### config.mk
export PLATFORM = sky130hd
export DESIGN_NAME = theta_slice_flat
export DESIGN_NICKNAME = d
export VERILOG_FILES = /design/src/rtl/theta_slice_pkg.sv /design/src/rtl/theta_slice_if.sv /design/src/rtl/theta_slice_parity.sv /design/src/rtl/theta_slice.sv /design/src/flat_wrapper.sv
export SDC_FILE = /design/constraint.sdc
export NUM_CORES = 2
export LEC_CHECK = 0
export ABC_AREA = 0
export BUFFER_PORTS_ARGS = -buffer_cell sky130_fd_sc_hd__buf_2
export CAP_MARGIN = 10
export CORE_MARGIN = 2
export CORE_UTILIZATION = 57
export DETAILED_ROUTE_END_ITERATION = 10
export PLACE_DENSITY_LB_ADDON = 0.2
export SLEW_MARGIN = 20
export SYNTH_ARGS = -nofsm -noshare
export SYNTH_HDL_FRONTEND = slang
export SYNTH_SLANG_ARGS = --single-unit
### constraint.sdc
create_clock -name clk -period 9.1 [get_ports clk]
set_input_delay 0.455 -clock clk [delete_from_list [all_inputs] [get_ports clk]]
set_output_delay 0.455 -clock clk [all_outputs]
set_load 0.005 [all_outputs]
### src/rtl/theta_slice_pkg.sv
// Shared definitions for the theta / rotate / later permutation stages.
// Latency: n/a (types, constants and a helper only).
// Backpressure: n/a.
package theta_slice_pkg;

  localparam int SLICE_W = 25;  // bits per slice, bit i -> x = i % 5, y = i / 5
  localparam int DEPTH   = 64;  // slices per state (lane length)
  localparam int Z_W     = 6;   // slice index / counter width
  localparam int COLS    = 5;
  localparam int ROWS    = 5;

  localparam logic [Z_W-1:0] Z_LAST = Z_W'(DEPTH - 1);

  typedef enum logic [1:0] {
    ST_IDLE,
    ST_LOAD,
    ST_EMIT,
    ST_DONE
  } theta_state_t;

  // Bit position of lane (x, y) inside a slice.
  function automatic int xy_bit(input int x, input int y);
    return x + COLS * y;
  endfunction

endpackage

### src/rtl/theta_slice_if.sv
// Slice stream bundle for theta_slice: frame control, load side, emit side, status.
// Latency: n/a (wires only).
// Backpressure: in_ready stalls the loader, out_ready stalls the emitter.
// master = the surrounding logic driving start/in_*/out_ready; slave = theta_slice.
interface theta_slice_if;
  import theta_slice_pkg::*;

  logic               start;
  logic               in_valid;
  logic [SLICE_W-1:0] in_slice;
  logic               in_ready;
  logic               out_valid;
  logic [SLICE_W-1:0] out_slice;
  logic [Z_W-1:0]     out_z;
  logic               out_ready;
  logic               busy;
  logic               done;

  modport master (
    output start, in_valid, in_slice, out_ready,
    input  in_ready, out_valid, out_slice, out_z, busy, done
  );

  modport slave (
    input  start, in_valid, in_slice, out_ready,
    output in_ready, out_valid, out_slice, out_z, busy, done
  );

endinterface

### src/rtl/theta_slice_parity.sv
// Column parity of one slice: par[x] = XOR over y of slice[x + 5y].
// Latency: combinational.
// Backpressure: none.
// Ports: slice (25-bit input slice), par (5-bit column parity).
module theta_parity
  import theta_slice_pkg::*;
(
  input  logic [SLICE_W-1:0] slice,
  output logic [COLS-1:0]    par
);

  always_comb begin
    par = '0;
    for (int x = 0; x < COLS; x++) begin
      for (int y = 0; y < ROWS; y++) begin
        par[x] = par[x] ^ slice[xy_bit(x, y)];
      end
    end
  end

endmodule

### src/rtl/theta_slice.sv
// Theta mixing stage: buffers a 64-slice state, then emits each slice XORed with its column-parity correction, tagged with z.
// Latency: first output valid the cycle after slice 63 is accepted; then 1 slice/cycle while out_ready is high.
// Backpressure: in_ready high only in LOAD; out_slice/out_z/out_valid hold while out_ready is low.
// Ports: clk, rst (sync, active-high), io (theta_slice_if.slave: start, in_*, out_*, busy, done).
module theta_slice
  import theta_slice_pkg::*;
(
  input  logic          clk,
  input  logic          rst,
  theta_slice_if.slave  io
);

  theta_state_t state, state_nxt;

  logic [Z_W-1:0]     load_z;
  logic [SLICE_W-1:0] slice_mem [DEPTH];
  logic [COLS-1:0]    par_mem   [DEPTH];
  logic [COLS-1:0]    in_par;

  logic               out_valid_q;
  logic [SLICE_W-1:0] out_slice_q;
  logic [Z_W-1:0]     out_z_q;

  logic               load_fire, load_last, emit_fire, emit_last;
  logic [Z_W-1:0]     mix_z, mix_z_prev;
  logic [COLS-1:0]    mix_par, mix_par_prev, mix_d;
  logic [SLICE_W-1:0] mix_slice;

  theta_parity u_parity (
    .slice (io.in_slice),
    .par   (in_par)
  );

  assign load_fire = (state == ST_LOAD) && io.in_valid;
  assign load_last = load_fire && (load_z == Z_LAST);
  assign emit_fire = out_valid_q && io.out_ready;
  assign emit_last = emit_fire && (out_z_q == Z_LAST);

  // ---------------- FSM ----------------
  always_ff @(posedge clk) begin
    if (rst) state <= ST_IDLE;
    else     state <= state_nxt;
  end

  always_comb begin
    state_nxt = state;
    unique case (state)
      ST_IDLE: if (io.start) state_nxt = ST_LOAD;
      ST_LOAD: if (load_last) state_nxt = ST_EMIT;
      ST_EMIT: if (emit_last) state_nxt = ST_DONE;
      ST_DONE: state_nxt = ST_IDLE;
      default: state_nxt = ST_IDLE;
    endcase
  end

  // ---------------- load side ----------------
  always_ff @(posedge clk) begin
    if (rst || state == ST_IDLE) load_z <= '0;
    else if (load_fire)          load_z <= load_z + 1'b1;
  end

  // Buffers are not reset: every entry is rewritten before it is read.
  always_ff @(posedge clk) begin
    if (load_fire) begin
      slice_mem[load_z] <= io.in_slice;
      par_mem[load_z]   <= in_par;
    end
  end

  // ---------------- theta mix of the next slice to register ----------------
  // The z=0 output is registered on the same edge that stores slice 63, so its
  // z-1 parity comes straight from the parity unit instead of par_mem[63].
  always_comb begin
    mix_z        = load_last ? '0 : out_z_q + 1'b1;
    mix_z_prev   = mix_z - 1'b1;
    mix_par      = par_mem[mix_z];
    mix_par_prev = load_last ? in_par : par_mem[mix_z_prev];
    mix_d        = '0;
    mix_slice    = '0;
    for (int x = 0; x < COLS; x++) begin
      mix_d[x] = mix_par[(x + COLS - 1) % COLS] ^ mix_par_prev[(x + 1) % COLS];
    end
    for (int x = 0; x < COLS; x++) begin
      for (int y = 0; y < ROWS; y++) begin
        mix_slice[xy_bit(x, y)] = slice_mem[mix_z][xy_bit(x, y)] ^ mix_d[x];
      end
    end
  end

  // ---------------- emit side ----------------
  always_ff @(posedge clk) begin
    if (rst) begin
      out_valid_q <= 1'b0;
      out_slice_q <= '0;
      out_z_q     <= '0;
    end else if (load_last) begin
      out_valid_q <= 1'b1;
      out_slice_q <= mix_slice;
      out_z_q     <= '0;
    end else if (emit_fire) begin
      if (out_z_q == Z_LAST) begin
        out_valid_q <= 1'b0;
      end else begin
        out_slice_q <= mix_slice;
        out_z_q     <= mix_z;
      end
    end
  end

  assign io.in_ready  = (state == ST_LOAD);
  assign io.out_valid = out_valid_q;
  assign io.out_slice = out_slice_q;
  assign io.out_z     = out_z_q;
  assign io.busy      = (state != ST_IDLE);
  assign io.done      = (state == ST_DONE);

endmodule

### src/flat_wrapper.sv
// flat-port wrapper written by rule: the top's interface ports become plain ports
module theta_slice_flat import theta_slice_pkg::*;
  (clk, rst, io_start, io_in_valid, io_in_slice, io_out_ready, io_in_ready, io_out_valid, io_out_slice, io_out_z, io_busy, io_done);
  theta_slice_if io_i ();
  input  logic clk;
  input  logic rst;
  input wire logic [$bits(io_i.start)-1:0] io_start;
  input wire logic [$bits(io_i.in_valid)-1:0] io_in_valid;
  input wire logic [$bits(io_i.in_slice)-1:0] io_in_slice;
  input wire logic [$bits(io_i.out_ready)-1:0] io_out_ready;
  output wire logic [$bits(io_i.in_ready)-1:0] io_in_ready;
  output wire logic [$bits(io_i.out_valid)-1:0] io_out_valid;
  output wire logic [$bits(io_i.out_slice)-1:0] io_out_slice;
  output wire logic [$bits(io_i.out_z)-1:0] io_out_z;
  output wire logic [$bits(io_i.busy)-1:0] io_busy;
  output wire logic [$bits(io_i.done)-1:0] io_done;
  assign io_i.start = io_start;
  assign io_i.in_valid = io_in_valid;
  assign io_i.in_slice = io_in_slice;
  assign io_i.out_ready = io_out_ready;
  assign io_in_ready = io_i.in_ready;
  assign io_out_valid = io_i.out_valid;
  assign io_out_slice = io_i.out_slice;
  assign io_out_z = io_i.out_z;
  assign io_busy = io_i.busy;
  assign io_done = io_i.done;
  theta_slice u_core (.clk(clk), .rst(rst), .io(io_i));
endmodule
# == Word-level counts from Yosys, hierarchy flattened ==
# Memory sizes are Yosys's and may differ from the RTL's.
# Index checks and enable logic that the tools add are counted.
# W data, S select, Z words.
# op_classes
addsub,3
n_eq_ne,9
n_mux,14
bitwise_logic,51
reduce_logical,14
# op_table
op,n
$mux W25,3
$xor A1 B1 Y1,50
$add A6 B1 Y6 const B,2
$eq A6 B6 Y1 const B,2
$pmux W2 S4,1
$mux W2,3
$mux W6,1
$ne A2 B1 Y1 const B,3
$reduce_and A2 Y1,3
$reduce_bool A2 Y1,3
$sub A6 B1 Y6 const B,1
$mux W1,5
$mux W5,1
$eq A2 B2 Y1 const B,2
$logic_and A1 B1 Y1,4
$reduce_and A3 Y1,1
$eq A2 B1 Y1 const B,1
$logic_not A2 Y1,1
$ne A2 B2 Y1 const B,1
$reduce_or A2 Y1,1
$logic_or A1 B1 Y1,1
$not A1 Y1,1
# word_totals
register_bits,40
ram_bits,1920
inputBits,30
out_inout_bits,35
word_cells,98
memories,2
# mem_list
memory,words,width,rd,rd_clocked_by_memory_dff,wr,line,rtl
u_core.slice_mem,64,25,1,0,1,theta_slice.sv:16,logic [SLICE_W-1:0] slice_mem [DEPTH];
u_core.par_mem,64,5,2,0,1,theta_slice.sv:17,logic [COLS-1:0] par_mem [DEPTH];

# == Depth between registers and ports, before layout ==
# An unclocked memory read counts as a cell.
# logic_depth
depth_word,12
mapped_depth,23
mapped_depth_nobuf,17

# == Hierarchy ==
# From an unflattened synthesis, not the netlist that was laid out.
# unflattened
hier_cells,5754
area_unflattened_um2,83316.2
# by_module_without_submodules
module,n_inst,cells_each,area_per_inst_um2,seq_area_each_um2
theta_slice,1,5739,83116.0,58456.1
theta_parity,1,15,200.2,0.0

# == Worst setup path after synthesis ==
# OpenSTA, ideal clock, no wires.
# synth_path
path_kind,register to register
startpoint,register u_core.state[1]
endpoint,register u_core.out_slice_q[14] (netlist: u_core.io.out_slice[14])
setup_ns,0.117
arrival_ns,4.398
t_required_ns,8.983
setup_slack_ns,4.585
stages_incl_launch_ff,23
path_buffers,9
period_less_slack_ns,4.515
cell_sequence,dfxtp_1 -> inv_1 -> ha_1 -> and4_1 -> buf_4 -> a21oi_4 -> buf_6 -> buf_6 -> inv_1 -> buf_1 -> buf_1 -> ha_1 -> clkbuf_1 -> clkbuf_1 -> clkbuf_1 -> mux4_2 -> a22oi_1 -> nand4_1 -> nand4_1 -> o21a_1 -> clkbuf_2 -> xnor2_1 -> a22o_1
# synth_between
elab_chain_len,12
word_cells_on_any_way,16
classes_between,1 x add/sub; 2 x eq/ne; 5 x mux; 2 x bitwise; 4 x reduce/logical; 2 x memory
# synth_rtl
element,line,rtl
from (decl),theta_slice.sv:13,"theta_state_t state, state_nxt;"
from (signal assigned),theta_slice.sv:42,else state <= state_nxt;
$eq A2 B1 Y1 (*),n/a,
net io_in_ready,flat_wrapper.sv:11,output wire logic [$bits(io_i.in_ready)-1:0] io_in_ready;
$logic_and A1 B1 Y1 (*),theta_slice.sv:34,assign load_fire = (state == ST_LOAD) && io.in_valid;
$logic_and A1 B1 Y1 (*),theta_slice.sv:35,assign load_last = load_fire && (load_z == Z_LAST);
$mux W6,theta_slice.sv:74,mix_z = load_last ? '0 : out_z_q + 1'b1;
$sub A6 B1 Y6,theta_slice.sv:75,mix_z_prev = mix_z - 1'b1;
$mem_v2 Z64 W5,n/a,
$mux W5,theta_slice.sv:77,mix_par_prev = load_last ? in_par : par_mem[mix_z_prev];
$xor A1 B1 Y1,theta_slice.sv:81,mix_d[x] = mix_par[(x + COLS - 1) % COLS] ^ mix_par_prev[(x + 1) % COLS];
$xor A1 B1 Y1,theta_slice.sv:85,"mix_slice[xy_bit(x, y)] = slice_mem[mix_z][xy_bit(x, y)] ^ mix_d[x];"
$mux W25,theta_slice.sv:101,if (out_z_q == Z_LAST) begin
$mux W25,theta_slice.sv:100,end else if (emit_fire) begin
$mux W25,theta_slice.sv:96,end else if (load_last) begin
to (signal assigned),theta_slice.sv:98,out_slice_q <= mix_slice;
to (signal assigned),theta_slice.sv:104,out_slice_q <= mix_slice;
to (decl),theta_slice.sv:21,logic [SLICE_W-1:0] out_slice_q;
# The timed path passes the listed nets; every way through them passes the cells marked *. The select of a mux whose other input is x is not followed.
# A chain may end at the register's enable or synchronous reset.

# == Worst setup path after layout ==
# layout_path
startpoint,register u_core.state[1]
endpoint,register u_core.out_slice_q[10] (netlist: u_core.io.out_slice[10])
# layout_between
elab_chain_len,12
word_cells_on_any_way,16
classes_between,1 x add/sub; 2 x eq/ne; 5 x mux; 2 x bitwise; 4 x reduce/logical; 2 x memory
# layout_rtl
element,line
$eq A2 B1 Y1 (*),theta_slice.sv:34
$logic_and A1 B1 Y1 (*),theta_slice.sv:34
$logic_and A1 B1 Y1 (*),theta_slice.sv:35
$mux W6,theta_slice.sv:74
$sub A6 B1 Y6,theta_slice.sv:75
$mem_v2 Z64 W5,n/a
$mux W5,theta_slice.sv:77
$xor A1 B1 Y1,theta_slice.sv:81
$xor A1 B1 Y1,theta_slice.sv:85
$mux W25,theta_slice.sv:101
$mux W25,theta_slice.sv:100
$mux W25,theta_slice.sv:96
# Every way passes the cells marked *; elsewhere a longest branch is shown, timed or not. The select of a mux whose other input is x is not followed.

==> impl_metrics.csv <==
group,metric,value,unit
floorplan,die_y,379,um
layout,fillCellCount,9700,
layout,seqCellArea,0.0585,mm2
logic_synthesis,ys_warn_count,0,
detailed_routing,drc,4,
detailed_routing,drt_iter0_drc,7062,
clock_tree,cts_tree,"built",
global_route,track_usage,0.329,
floorplan,num_rows,137,
critical_path,path_buf_inv,4,
clock_tree,htreeDepth,4,
sta,period_share,0.692,
critical_path,arrival,7.00,ns
clock_tree,path_clk_slew,0.06,ns
layout,mostFrequentLayoutCells,"edfxtp_1 (1920), mux2i_1 (590), nand2_1 (310), a21oi_1 (247), clkbuf_16 (197)",
sta,worst_pin_slew,1.23,ns
critical_path,start_kind,"flip-flop",
sta,rsz0062_at_grt,"no",
floorplan,die_area,0.144,mm2
run_status,run_status,"complete, but fails checks",
clock_tree,clockRootBuffer,"clkbuf_16",
sta,finClkSkew,0.0338,ns
floorplan,ios,65,
job,maxCapViolations,0,
power,swShare,0.204,
logic_synthesis,ys_seq_area_frac,0.728,
power,p_comb_frac,0.025,
floorplan,core_area,0.140,mm2
logic_synthesis,syn-mean-instance-area,16.6,um2
sta,hold_viol,0,
clock_tree,ctsResizeCount,0,
placed_design,hpwl,125000,um
power,p_int,14700,uW
critical_path,end_kind,"flip-flop",
sta,tns,0,ns
clock_tree,cts_sinks,1960,
logic_synthesis,ys_ff_latch,1960,
critical_path,cp.required,9.80,ns
logic_synthesis,ys.flop_type,"edfxtp_1",
detailed_routing,vias_per_cell,6.93,
global_route,grt_pass1_wl,334000,um
global_route,grt_max_degree,140,
placed_design,gp_congestion,0.909,
logic_synthesis,synthCells,4824,
clock_tree,cts_buffer_depth,3,
sta,fin_crit,6.30,ns
clock_tree,cts_made_buffers,195,
critical_path,crit_type,"reg -> reg",
placed_design,place_ws,2.99,ns
critical_path,critPathSlowestCell,"ha_4",
critical_path,cp_top_family,"simple AND/OR/NAND/NOR gates",
critical_path,path_cells,"inv_1 -> ha_1 -> and4_1 -> nand2_4 -> and2_4 -> inv_1 -> buf_4 -> ha_4 -> buf_4 -> mux4_2 -> o21ai_0 -> nand4_1 -> a22oi_1 -> a31oi_2 -> xnor2_4 -> xnor2_1 -> a22o_1",
global_route,grt_pass1_vias,45900,
run_status,violations,"design-rule violations",
layout,multiInputGateArea,0.0208,mm2
layout,final_common_cell,"edfxtp_1",
logic_synthesis,syn_nets,4861,
critical_path,crit_fanout,57,
sta,fin_ws,2.80,ns
detailed_routing,route.vias.total,48100,
detailed_routing,routed_wirelength,237000,um
critical_path,r2r_slack,2.80,ns
power,leakage,0.0291,uW
detailed_routing,wl_per_cell,34.1,um
floorplan,initial_core_util,0.575,
sta,max-slew-margin-rel,0.178,
clock_tree,clock_latency,0.82,ns
logic_synthesis,async_flop_share,0,
power,p_clk_frac,0.432,
logic_synthesis,syn-cell-area,0.0803,mm2
layout,area_growth,11.7,%
sta,drv_slew,0,
layout,num-nets-final,4946,
global_route,overflow,0,
power,power.switching,3780,uW
floorplan,die_w,379,um
power,peakVddDrop,0.186,mV
logic_synthesis,synth_cell_type_count,75,
power,pwr-share-seq,0.543,
global_route,antenna_found_initial,6,
layout,drive_above_1_share,0.151,
placed_design,io_buffers,64,
sta,fmax,159,MHz
sta,finalSetupViolCount,0,
logic_synthesis,synth_edf_count,1920,
detailed_routing,first_pass_iters,9,
hold_path,hold_path_class,"in -> reg",
power,power_density,206,mW/mm2
detailed_routing,ant_nets,0,
critical_path,max_stage_delay,0.88,ns
[worst paths after layout]
path                                start                       to  cells past startpoint
setup / recovery          u_core.state[1]  u_core.io.out_slice[10]                     17
hold / removal               io_out_ready      u_core.io.out_valid                      4
setup reg to reg          u_core.state[1]  u_core.io.out_slice[10]                     17
hold reg to reg   u_core.io.out_slice[17]  u_core.io.out_slice[17]                      1
[worst min-delay path, stage by stage]
cell	delay, ns
buf_2	0.11
inv_1	0.04
o21ai_0	0.14
a21oi_1	0.07
[power groups by stage]
stage	combinational [uW]	clock (uW)	sequential, uW
after floorplan	173	0	10200
after global placement	433	0	10200
after detailed placement	447	0	10200
after CTS	448	8030	10000
after global routing	483	8370	10000
final	461	7990	10000
[routing by layer]
layer | track usage | vias up | routed length (um)
li1 | - | 19700 | -
met1 | 0.455 | 24400 | 88400
met2 | 0.503 | 3463 | 108000
met3 | 0.0817 | 560 | 29500
met4 | 0.139 | 12 | 10500
met5 | 0 | - | 268
[synth_stat cells (all sizes together) (13+ instances only)]
cell    count  area (um2)
mux4      134        3020
and2       24         150
o22ai      89         557
nand3      97         485
nand4      43         269
a22o       25         219
a221o      97         971
clkbuf    153         576
a21o       13        97.6
a211oi     17         133
o211ai     17         128
a21oi     252        1280
nor3       33         188
xnor2      57         589
and3       42         263
a221oi    135        1210
dfxtp      40         801
a311oi     15         131
o21ai      93         465
nand2     312        1170
a31oi      82         538
nor2b      73         457
o221ai     62         543
edfxtp   1920       57700
mux2i     590        5910
buf       182        1040
nor2      109         412
[cells by family after synthesis]
family                   after synthesis  share of synthesized area
AO/OA/AOI/OAI                        945                     0.0834
XOR/XNOR                              69                    0.00888
adder cells (fa/ha/maj)                7                    0.00109
buffers and inverters                344                     0.0206
flip-flops                          1960                      0.728
multiplexers                         729                      0.112
AND/OR/NAND/NOR                      770                     0.0462
[metrics by stage]
step	power (uW)	hold slack [ns]	util	cells	cell area, um2
floorplan	10400	0.475	-	4824	80300
global placement	10700	0.469	0.596	6585	83300
detailed placement	10700	0.476	0.596	6585	83300
CTS	18500	0.0219	0.642	6942	89600
global route	18900	0.0486	0.642	6942	89600
finish	18500	0.0611	0.642	6947	89700
[state kept, by name (all words and copies together), names as in the netlist]
| name | flops |
|---|---|
| u_core.io.out_slice | 25 |
| u_core.io.out_valid | 1 |
| u_core.io.out_z | 6 |
| u_core.load_z | 6 |
| u_core.par_mem | 320 |
| u_core.slice_mem | 1600 |
| u_core.state | 2 |
[repair_timing]
action,CTS,global route
endpoints found under the hold margin,14,0
hold buffers,3,0
setup endpoints to repair,0,0
setup buffers,0,0
[area by class of cell]
| type | instances | area share |
|---|---|---|
| Timing Repair Buffer | 223 | 0.0185 |
| Inverter | 9 | 0.000488 |
| Multi-Input combinational cell | 2520 | 0.232 |
| Sequential cell | 1960 | 0.652 |
| Tap cell | 1876 | 0.0262 |
| Clock inverter | 101 | 0.0119 |
| Antenna cell | 5 | 0.000140 |
| Clock buffer | 253 | 0.0588 |
Power figures use the tool's default switching activity.
